[src/rtl/arith_pkg.sv]
// Shared op encodings and FSM state type for the arithmetic engine.
package arith_pkg;

  localparam logic [1:0] OP_ADD = 2'b00;
  localparam logic [1:0] OP_SUB = 2'b01;
  localparam logic [1:0] OP_MUL = 2'b10;
  localparam logic [1:0] OP_RSV = 2'b11;

  typedef logic [1:0] state_t;

  localparam state_t ST_IDLE = 2'd0;
  localparam state_t ST_MUL  = 2'd1;
  localparam state_t ST_DONE = 2'd2;

endpackage

[src/rtl/shift_add_multiplier.sv]
// Iterative unsigned multiplier, one partial product per step; WIDTH steps after load.
// No backpressure: the caller owns step sequencing; fin flags the final step.
module shift_add_multiplier
  import arith_pkg::*;
#(
  parameter int WIDTH = 17
) (
  input  logic                 clk,
  input  logic                 rst,
  input  logic                 load,
  input  logic                 step,
  input  logic [WIDTH-1:0]     mcand_in,
  input  logic [WIDTH-1:0]     mplier_in,
  output logic [2*WIDTH-1:0]   product,
  output logic                 fin
);

  localparam int CW = $clog2(WIDTH + 1);

  logic [2*WIDTH-1:0] acc;
  logic [2*WIDTH-1:0] mcand;
  logic [WIDTH-1:0]   mplier;
  logic [CW-1:0]      cnt;

  // product already includes the current step's partial, so the caller can
  // capture the final value on the same edge the last step retires.
  assign product = acc + (mplier[0] ? mcand : '0);
  assign fin     = step && (cnt == CW'(WIDTH - 1));

  always_ff @(posedge clk or posedge rst) begin
    if (rst) begin
      acc    <= '0;
      mcand  <= '0;
      mplier <= '0;
      cnt    <= '0;
    end else if (load) begin
      acc    <= '0;
      mcand  <= {{WIDTH{1'b0}}, mcand_in};
      mplier <= mplier_in;
      cnt    <= '0;
    end else if (step) begin
      acc    <= product;
      mcand  <= mcand << 1;
      mplier <= mplier >> 1;
      cnt    <= cnt + 1'b1;
    end
  end

endmodule

[src/rtl/arith_engine.sv]
// ADD/SUB/MUL engine: ADD/SUB/reserved finish in 1 cycle, MUL in WIDTH cycles.
// start is honoured only in IDLE; requests while busy are dropped, never queued.
module arith_engine
  import arith_pkg::*;
#(
  parameter int WIDTH = 17
) (
  input  logic                 clk,
  input  logic                 rst,
  input  logic                 start,
  input  logic [1:0]           op,
  input  logic [WIDTH-1:0]     num_1,
  input  logic [WIDTH-1:0]     num_2,
  output logic                 busy,
  output logic                 done,
  output logic [2*WIDTH-1:0]   result,
  output logic                 negative,
  output logic                 op_err
);

  state_t             state;
  logic               mul_load;
  logic               mul_step;
  logic               mul_fin;
  logic [2*WIDTH-1:0] mul_product;
  logic [WIDTH:0]     sum;
  logic [WIDTH:0]     diff;

  assign sum      = {1'b0, num_1} + {1'b0, num_2};
  // Bit WIDTH of the extended difference is the borrow, i.e. num_1 < num_2.
  assign diff     = {1'b0, num_1} - {1'b0, num_2};

  assign busy     = (state != ST_IDLE);
  assign done     = (state == ST_DONE);
  assign mul_load = (state == ST_IDLE) && start && (op == OP_MUL);
  assign mul_step = (state == ST_MUL);

  shift_add_multiplier #(.WIDTH(WIDTH)) u_mul (
    .clk       (clk),
    .rst       (rst),
    .load      (mul_load),
    .step      (mul_step),
    .mcand_in  (num_1),
    .mplier_in (num_2),
    .product   (mul_product),
    .fin       (mul_fin)
  );

  always_ff @(posedge clk or posedge rst) begin
    if (rst) begin
      state    <= ST_IDLE;
      result   <= '0;
      negative <= 1'b0;
      op_err   <= 1'b0;
    end else begin
      case (state)
        ST_IDLE: begin
          if (start) begin
            case (op)
              OP_ADD: begin
                result   <= {{(WIDTH-1){1'b0}}, sum};
                negative <= 1'b0;
                op_err   <= 1'b0;
                state    <= ST_DONE;
              end
              OP_SUB: begin
                result   <= {{(WIDTH-1){diff[WIDTH]}}, diff};
                negative <= diff[WIDTH];
                op_err   <= 1'b0;
                state    <= ST_DONE;
              end
              OP_MUL: begin
                state    <= ST_MUL;
              end
              default: begin
                result   <= '0;
                negative <= 1'b0;
                op_err   <= 1'b1;
                state    <= ST_DONE;
              end
            endcase
          end
        end
        ST_MUL: begin
          if (mul_fin) begin
            result   <= mul_product;
            negative <= 1'b0;
            op_err   <= 1'b0;
            state    <= ST_DONE;
          end
        end
        ST_DONE: state <= ST_IDLE;
        default: state <= ST_IDLE;
      endcase
    end
  end

endmodule

[config.mk]
export PLATFORM = sky130hd
export DESIGN_NAME = arith_engine
export DESIGN_NICKNAME = d
export VERILOG_FILES = /design/src/rtl/arith_pkg.sv /design/src/rtl/shift_add_multiplier.sv /design/src/rtl/arith_engine.sv
export SDC_FILE = /design/constraint.sdc
export NUM_CORES = 1
export LEC_CHECK = 0
export BUFFER_PORTS_ARGS = -buffer_cell sky130_fd_sc_hd__buf_2
export CORE_UTILIZATION = 40
export CTS_CLUSTER_DIAMETER = 200
export DETAILED_ROUTE_END_ITERATION = 8
export PLACE_DENSITY = 0.67
export REMOVE_ABC_BUFFERS = 1
export SETUP_SLACK_MARGIN = 0.5
export SYNTH_ARGS = -nofsm -noshare
export SYNTH_HDL_FRONTEND = slang
export SYNTH_SLANG_ARGS = --single-unit
[constraint.sdc]
create_clock -name clk -period 4.7 [get_ports clk]
set_input_delay 0.94 -clock clk [delete_from_list [all_inputs] [get_ports clk]]
set_output_delay 0.94 -clock clk [all_outputs]
set_load 0.05 [all_outputs]
== Word level (Yosys, flattened, before mapping) ==
Cells that the tools add are included.
Operators by class
  reduce and logical (&&, ||, !) cells: 11
  equal/unequal tests: 8
  multiplexer cells: 24
  add/subtract/negate cells: 4
Operators with widths (number)
  $mux W34: 7
  $pmux W34 S3: 1
  $pmux W34 S2: 1
  $add A34 B34 Y34: 1
  $mux W17: 2
  $add A17 B17 Y18: 1
  $sub A17 B17 Y18: 1
  $mux W5: 2
  $pmux W1 S2: 4
  $mux W2: 3
  $ne A2 B2 Y1 const B: 3
  $reduce_bool A2 Y1: 3
  $add A5 B1 Y5 const B: 1
  $eq A5 B5 Y1 const B: 1
  $eq A2 B1 Y1 const B: 2
  $eq A2 B2 Y1 const B: 2
  $logic_not A2 Y1: 2
  $pmux W2 S2: 1
  $reduce_and A4 Y1: 1
  $logic_and A1 B1 Y1: 3
  $mux W1: 3
  $reduce_and A2 Y1: 1
  $reduce_or A2 Y1: 1
Word-level totals
  word-level logic and storage cells: 55
  output and inout port bits: 38
  input bits: 39
  bits in registers: 128

== Depth between registers and ports, before layout ==
  depth after elaboration: 5
  depth in mapped cells: 12
  gate-level depth less buffers: 12

== Hierarchy ==
From an unflattened synthesis, not the netlist that was laid out.
Unflattened totals
  cells, all modules: 1121
  area, all modules: 9614.2 sq um
By module, submodules not included
  shift_add_multiplier: cells each 691, area each 6200.9 sq um, sequential area each 2252.2 sq um, instances 1
  arith_engine: cells each 430, area each 3413.3 sq um, sequential area each 950.9 sq um, instances 1

== Least setup slack after synthesis ==
No wires, ideal clock.
  kind: input to register
  start: in num_2[4]
  end: reg result[29]
  required time: 4.613 ns
  stages: 10
  slack: 1.661 ns
  path buffers: 0
  setup time: 0.087 ns
  arrival: 2.952 ns
  path through: inv_1 ha_1 a21o_1 or3_4 o211ai_2 a211oi_1 a31o_1 and2_4 a311o_1 a22oi_1
On the way
  word-level cells in the longest chain between the ends: 4
Ends and longest elaborated chain
  start, declared: line arith_engine.sv:13  | input logic [WIDTH-1:0] num_2,
  $sub A17 B17 Y18: line arith_engine.sv:31  | assign diff = {1'b0, num_1} - {1'b0, num_2};
  $pmux W34 S3: line arith_engine.sv:59  | case (op)
  $mux W34: line arith_engine.sv:58  | if (start) begin
  $pmux W34 S2: line arith_engine.sv:56  | case (state)
  end signal, assigned: line arith_engine.sv:61  | result <= {{(WIDTH-1){1'b0}}, sum};
  end signal, assigned: line arith_engine.sv:67  | result <= {{(WIDTH-1){diff[WIDTH]}}, diff};
  end signal, assigned: line arith_engine.sv:86  | result <= mul_product;
  end, declared: line arith_engine.sv:16  | output logic [2*WIDTH-1:0] result,
No other way between the ends. The select of a mux whose other input is x is not followed.
A chain may end at the register's enable or synchronous reset.

== Final worst setup path ==
  start: reg u_mul.mplier[0]
  end: reg u_mul.acc[33]
On the way
  word-level cells in the longest chain between the ends: 4
Ends and longest elaborated chain
  start, declared: line shift_add_multiplier.sv:22  | logic [WIDTH-1:0] mplier;
  start signal, assigned: line shift_add_multiplier.sv:39  | mplier <= mplier_in;
  start signal, assigned: line shift_add_multiplier.sv:44  | mplier <= mplier >> 1;
  $mux W34: line shift_add_multiplier.sv:27  | assign product = acc + (mplier[0] ? mcand : '0);
  $add A34 B34 Y34: line shift_add_multiplier.sv:27
  $mux W34: line shift_add_multiplier.sv:41  | end else if (step) begin
  $mux W34: line shift_add_multiplier.sv:36  | end else if (load) begin
  end signal, assigned: line shift_add_multiplier.sv:42  | acc <= product;
  end, declared: line shift_add_multiplier.sv:20  | logic [2*WIDTH-1:0] acc;
No other way between the ends. The select of a mux whose other input is x is not followed.

==> summary by stage <==
Placed design
The placer congestion estimate is 0.888. Port buffering added 76 buffers. The placed instances occupy a cell area of 9700 µm². The total placed cells including tap cells is 1,415. Summed over all nets, the half-perimeter wirelength after detailed placement is 17.9 mm. OpenSTA, run right after detailed placement, puts the worst setup slack at 1.15 ns.

Finish
The repair_antennas step left the layout with diodes totalling 0. The total of fill cells in the finished design is 2,187. Once layout is done, the placed cells without fillers occupy 10,300 µm². Summing all flip-flop and latch instances after layout gives 3200 µm².

In the final layout, the multi-input gates occupy between 5000 and 6000 µm². The ratio of cells with drive above 1 in the final layout is 0.119. The layout overhead on the synthesized area is 13.9%. The library cells used most frequently in the layout, excluding fill and tap cells, are sky130_fd_sc_hd__nand2_1 (198), sky130_fd_sc_hd__dfrtp_1 (128), sky130_fd_sc_hd__a21oi_1 (97), sky130_fd_sc_hd__nor2_1 (78), sky130_fd_sc_hd__buf_2 (76).

For this run, the share of the core covered by cells in the final layout is 0.470. The net total in the final layout is 1,265. The most common cell after layout, fill and taps aside is sky130_fd_sc_hd__nand2_1. The finished layout holds 1,447 standard cells, fillers aside.

Outcome
The final reports fail on DRC. The run finished, with violations left.

STA
Setup violations remaining at the end of the flow were counted as 0. The final-report max-slew violation count is 0. The clock arrives with between 0.01 and 0.015 ns of skew. The share of the cycle needed by the critical path after routing is 0.718. Setup repair after global routing left no endpoint under its margin. The worst-case hold slack is 0.462 ns. The actual slew at the worst max-slew pin is 0.996 ns. The worst relative slew slack is 0.335. For this run, the top clock speed supported by timing is 0.297 GHz. After layout, the minimum clock period comes to around 3.4 ns. In the final timing run, aggregate negative setup slack is 0 ns. Across all setup checks in the final design, the least slack found is 1.33 ns. The hold violation total from the final report was 0.

Clock tree
Post-CTS repair changed the size of 0 cells. The TritonCTS clock tree is built. The clock latency of the later-clocked register in the worst-skew pair is between 0.4 and 0.5 ns.

The number of clock sinks is 128. The clock root buffer master is sky130_fd_sc_hd__clkbuf_16. Post-CTS timing repair inserted 0 buffers for setup.

CTS built an H-tree with a depth of 4. The number of hold buffers added after CTS was 0. The clock-pin transition on the worst setup and hold timing paths is about 0.06 ns. The number of CTS-inserted buffers is 17.

The maximum count of clock buffers along a single path is 2.

Routing
The final layout contains routed wiring with a total length of about 25 mm. In the final routed layout, each cell accounts on average for around 17 µm. Detailed routing inserted a total of 8,133 vias. The antenna violation net count after detailed routing is 0.

After the first detailed-routing iteration, the DRC count stood at 568. For this run, design rule violations remaining after detail routing come to 5. The detailed-router iteration count before antenna repair is 8.

The number of vias per cell after detailed routing is 5.62.

Critical path
The signal on the critical path passes through buf_4 -> nand2_1 -> inv_1 -> ha_1 -> a21oi_1 -> o2111ai_1 -> a211oi_1 -> buf_4 -> o211a_1 -> o21ai_1 -> a31oi_1 -> mux2i_1 -> o211a_1. At the worst endpoint, the required time is 5.07 ns. The launching point of the worst reg2reg path is u_mul.mplier[0]. The worst endpoint data arrival time is 3.74 ns. The end of the worst register-to-register path is u_mul.acc[33]. For the worst flop-to-flop path, the logic depth is 13.

The dominant delay contributor by cell family on the critical path is compound AO/OA/AOI/OAI gates. Together, buffers and inverters on the worst path number 3. The largest fanout on the critical path is 33. The highest cell delay on the worst timing path is 0.37 ns. By startpoint and endpoint, the worst setup path is classified as flop to flop. STA classifies the critical path endpoint as a flop. STA classifies the critical path startpoint as a flop.

The slowest stage of the critical path is the sky130_fd_sc_hd__dfrtp_1 cell. The worst register-to-register path has a setup slack of 1.33 ns.

Floorplan
In this run the count of I/O pins placed on the die edge is 77. The total area inside the core boundary comes to 22,000 µm². The die outline area is 23,300 µm².

In this run the horizontal extent of the chip is 153 µm. From bottom edge to top edge, the die measures 153 µm. After floorplanning, the core was divided into 54 placement rows.

The initial standard-cell utilization of the core is 0.412.

Hold path
The worst hold path terminates at result[19]. The hold path depth is 2. The worst hold path begins at result[19]. The type of the tightest min-delay check is flop to flop.

Pwr
The total chip power is between 6 and 7 mW. The reported leakage power is about 5.0 nW. IR analysis of the VDD net gives a maximum drop of 269 µV. For this design the ratio of total power to cell area is 593 nW/µm².

Global route
The first global-routing pass estimated between 40 and 50 mm of wire. Global routing finished with a remaining overflow of 0. The pin count of the biggest net entering global routing is 80. The number of global-route vias before repair came to 7,977. The number of antenna violations at the first check in global routing came to 0. The global router's overall resource usage is 0.221.

Synthesis
The count of different cell masters after synthesis is 75. The post-synthesis sequential area ratio is 0.353. The number of warning messages in the yosys log is 0. The synthesized design contains 0 enable-type register cells.

The commonest register cell after synthesis is sky130_fd_sc_hd__dfrtp_1. The average footprint of a synthesized cell is around 8.2 µm². Synthesis produced 1,104 cells. After synthesis the netlist holds a flip-flop and latch count of 128.

The cell area after synthesis is approximately 9000 µm². The proportion of synthesized flip-flops having asynchronous set or reset is 1.00.

Run
The max-cap check violation count is 0.
## worst reg2reg max path, cell delays in order (launching register included)
cell,delay [ns]
sky130_fd_sc_hd__dfrtp_1,0.37
sky130_fd_sc_hd__buf_4,0.32
sky130_fd_sc_hd__nand2_1,0.16
sky130_fd_sc_hd__inv_1,0.08
sky130_fd_sc_hd__ha_1,0.22
sky130_fd_sc_hd__a21oi_1,0.22
sky130_fd_sc_hd__o2111ai_1,0.31
sky130_fd_sc_hd__a211oi_1,0.35
sky130_fd_sc_hd__buf_4,0.18
sky130_fd_sc_hd__o211a_1,0.25
sky130_fd_sc_hd__o21ai_1,0.11
sky130_fd_sc_hd__a31oi_1,0.30
sky130_fd_sc_hd__mux2i_1,0.29
sky130_fd_sc_hd__o211a_1,0.17
## state kept, by name, indices dropped and copies added, names as in the netlist
name / cells
negative: 1
op_err: 1
result: 34
state: 2
u_mul.acc: 34
u_mul.cnt: 5
u_mul.mcand: 34
u_mul.mplier: 17
## final cells by class
type                            instances  area share
Sequential cell                       128       0.310
Tap cell                              280      0.0339
Multi-Input combinational cell        867       0.529
Clock buffer                           20      0.0451
Inverter                               51      0.0190
Clock inverter                         12      0.0173
Timing Repair Buffer                   89      0.0462
## metal layers
layer,part of all wire,wire length (µm),global-route usage,up-vias
li1,-,-,-,3983
met1,0.46,11500,0.293,3913
met2,0.48,11900,0.375,209
met3,0.046,1150,0.0321,28
met4,0.015,375,0.0645,0
met5,0,0,0,-
## synthesized netlist by cell type, drive strengths merged (5+ instances only)
master,count,area [µm²]
or3,6,42.5
o211a,5,50.1
o31ai,8,60.1
nor2,78,293
o211ai,11,87.6
and2,39,246
dfrtp,128,3200
and3,9,56.3
a22oi,18,135
clkbuf,44,165
a211oi,8,65.1
nand3,17,85.1
nor3,20,105
xor2,18,158
nand2b,16,100
or2,5,31.3
nor2b,11,68.8
inv,50,188
buf,14,66.3
o21a,8,60.1
a21o,15,113
nand2,198,743
a21oi,97,485
o21ai,63,315
o221ai,6,52.6
nor3b,5,37.5
ha,69,863
mux2i,26,260
nand4,8,50.1
a31oi,14,87.6
xnor2,23,201
## cells by family after synthesis
family / synth area share
AOI/OAI and AO/OA: 0.217
muxes: 0.0286
xor gates and xnor gates: 0.0395
buffers and inverters: 0.0465
DFF: 0.353
adders and majority gates: 0.102
and+or+nand+nor: 0.214
## power by group
part	leakage (nW)	switching [mW]	internal, mW
clock network	0.309	0.531	0.932
logic	3.00	1.89	0.898
registers	1.65	0.316	1.57
## worst max path at each step
stage | start | to | cells past startpoint
final | u_mul.mplier[0] | u_mul.acc[33] | 13
after global placement | num_2[11] | result[17] | 11
after CTS | u_mul.mplier[0] | u_mul.acc[33] | 13
after floorplan | state[0] | result[16] | 5
after global routing | u_mul.mplier[0] | u_mul.acc[33] | 13
after detailed placement | num_2[11] | result[17] | 11
(Power assumes the default switching activity.)
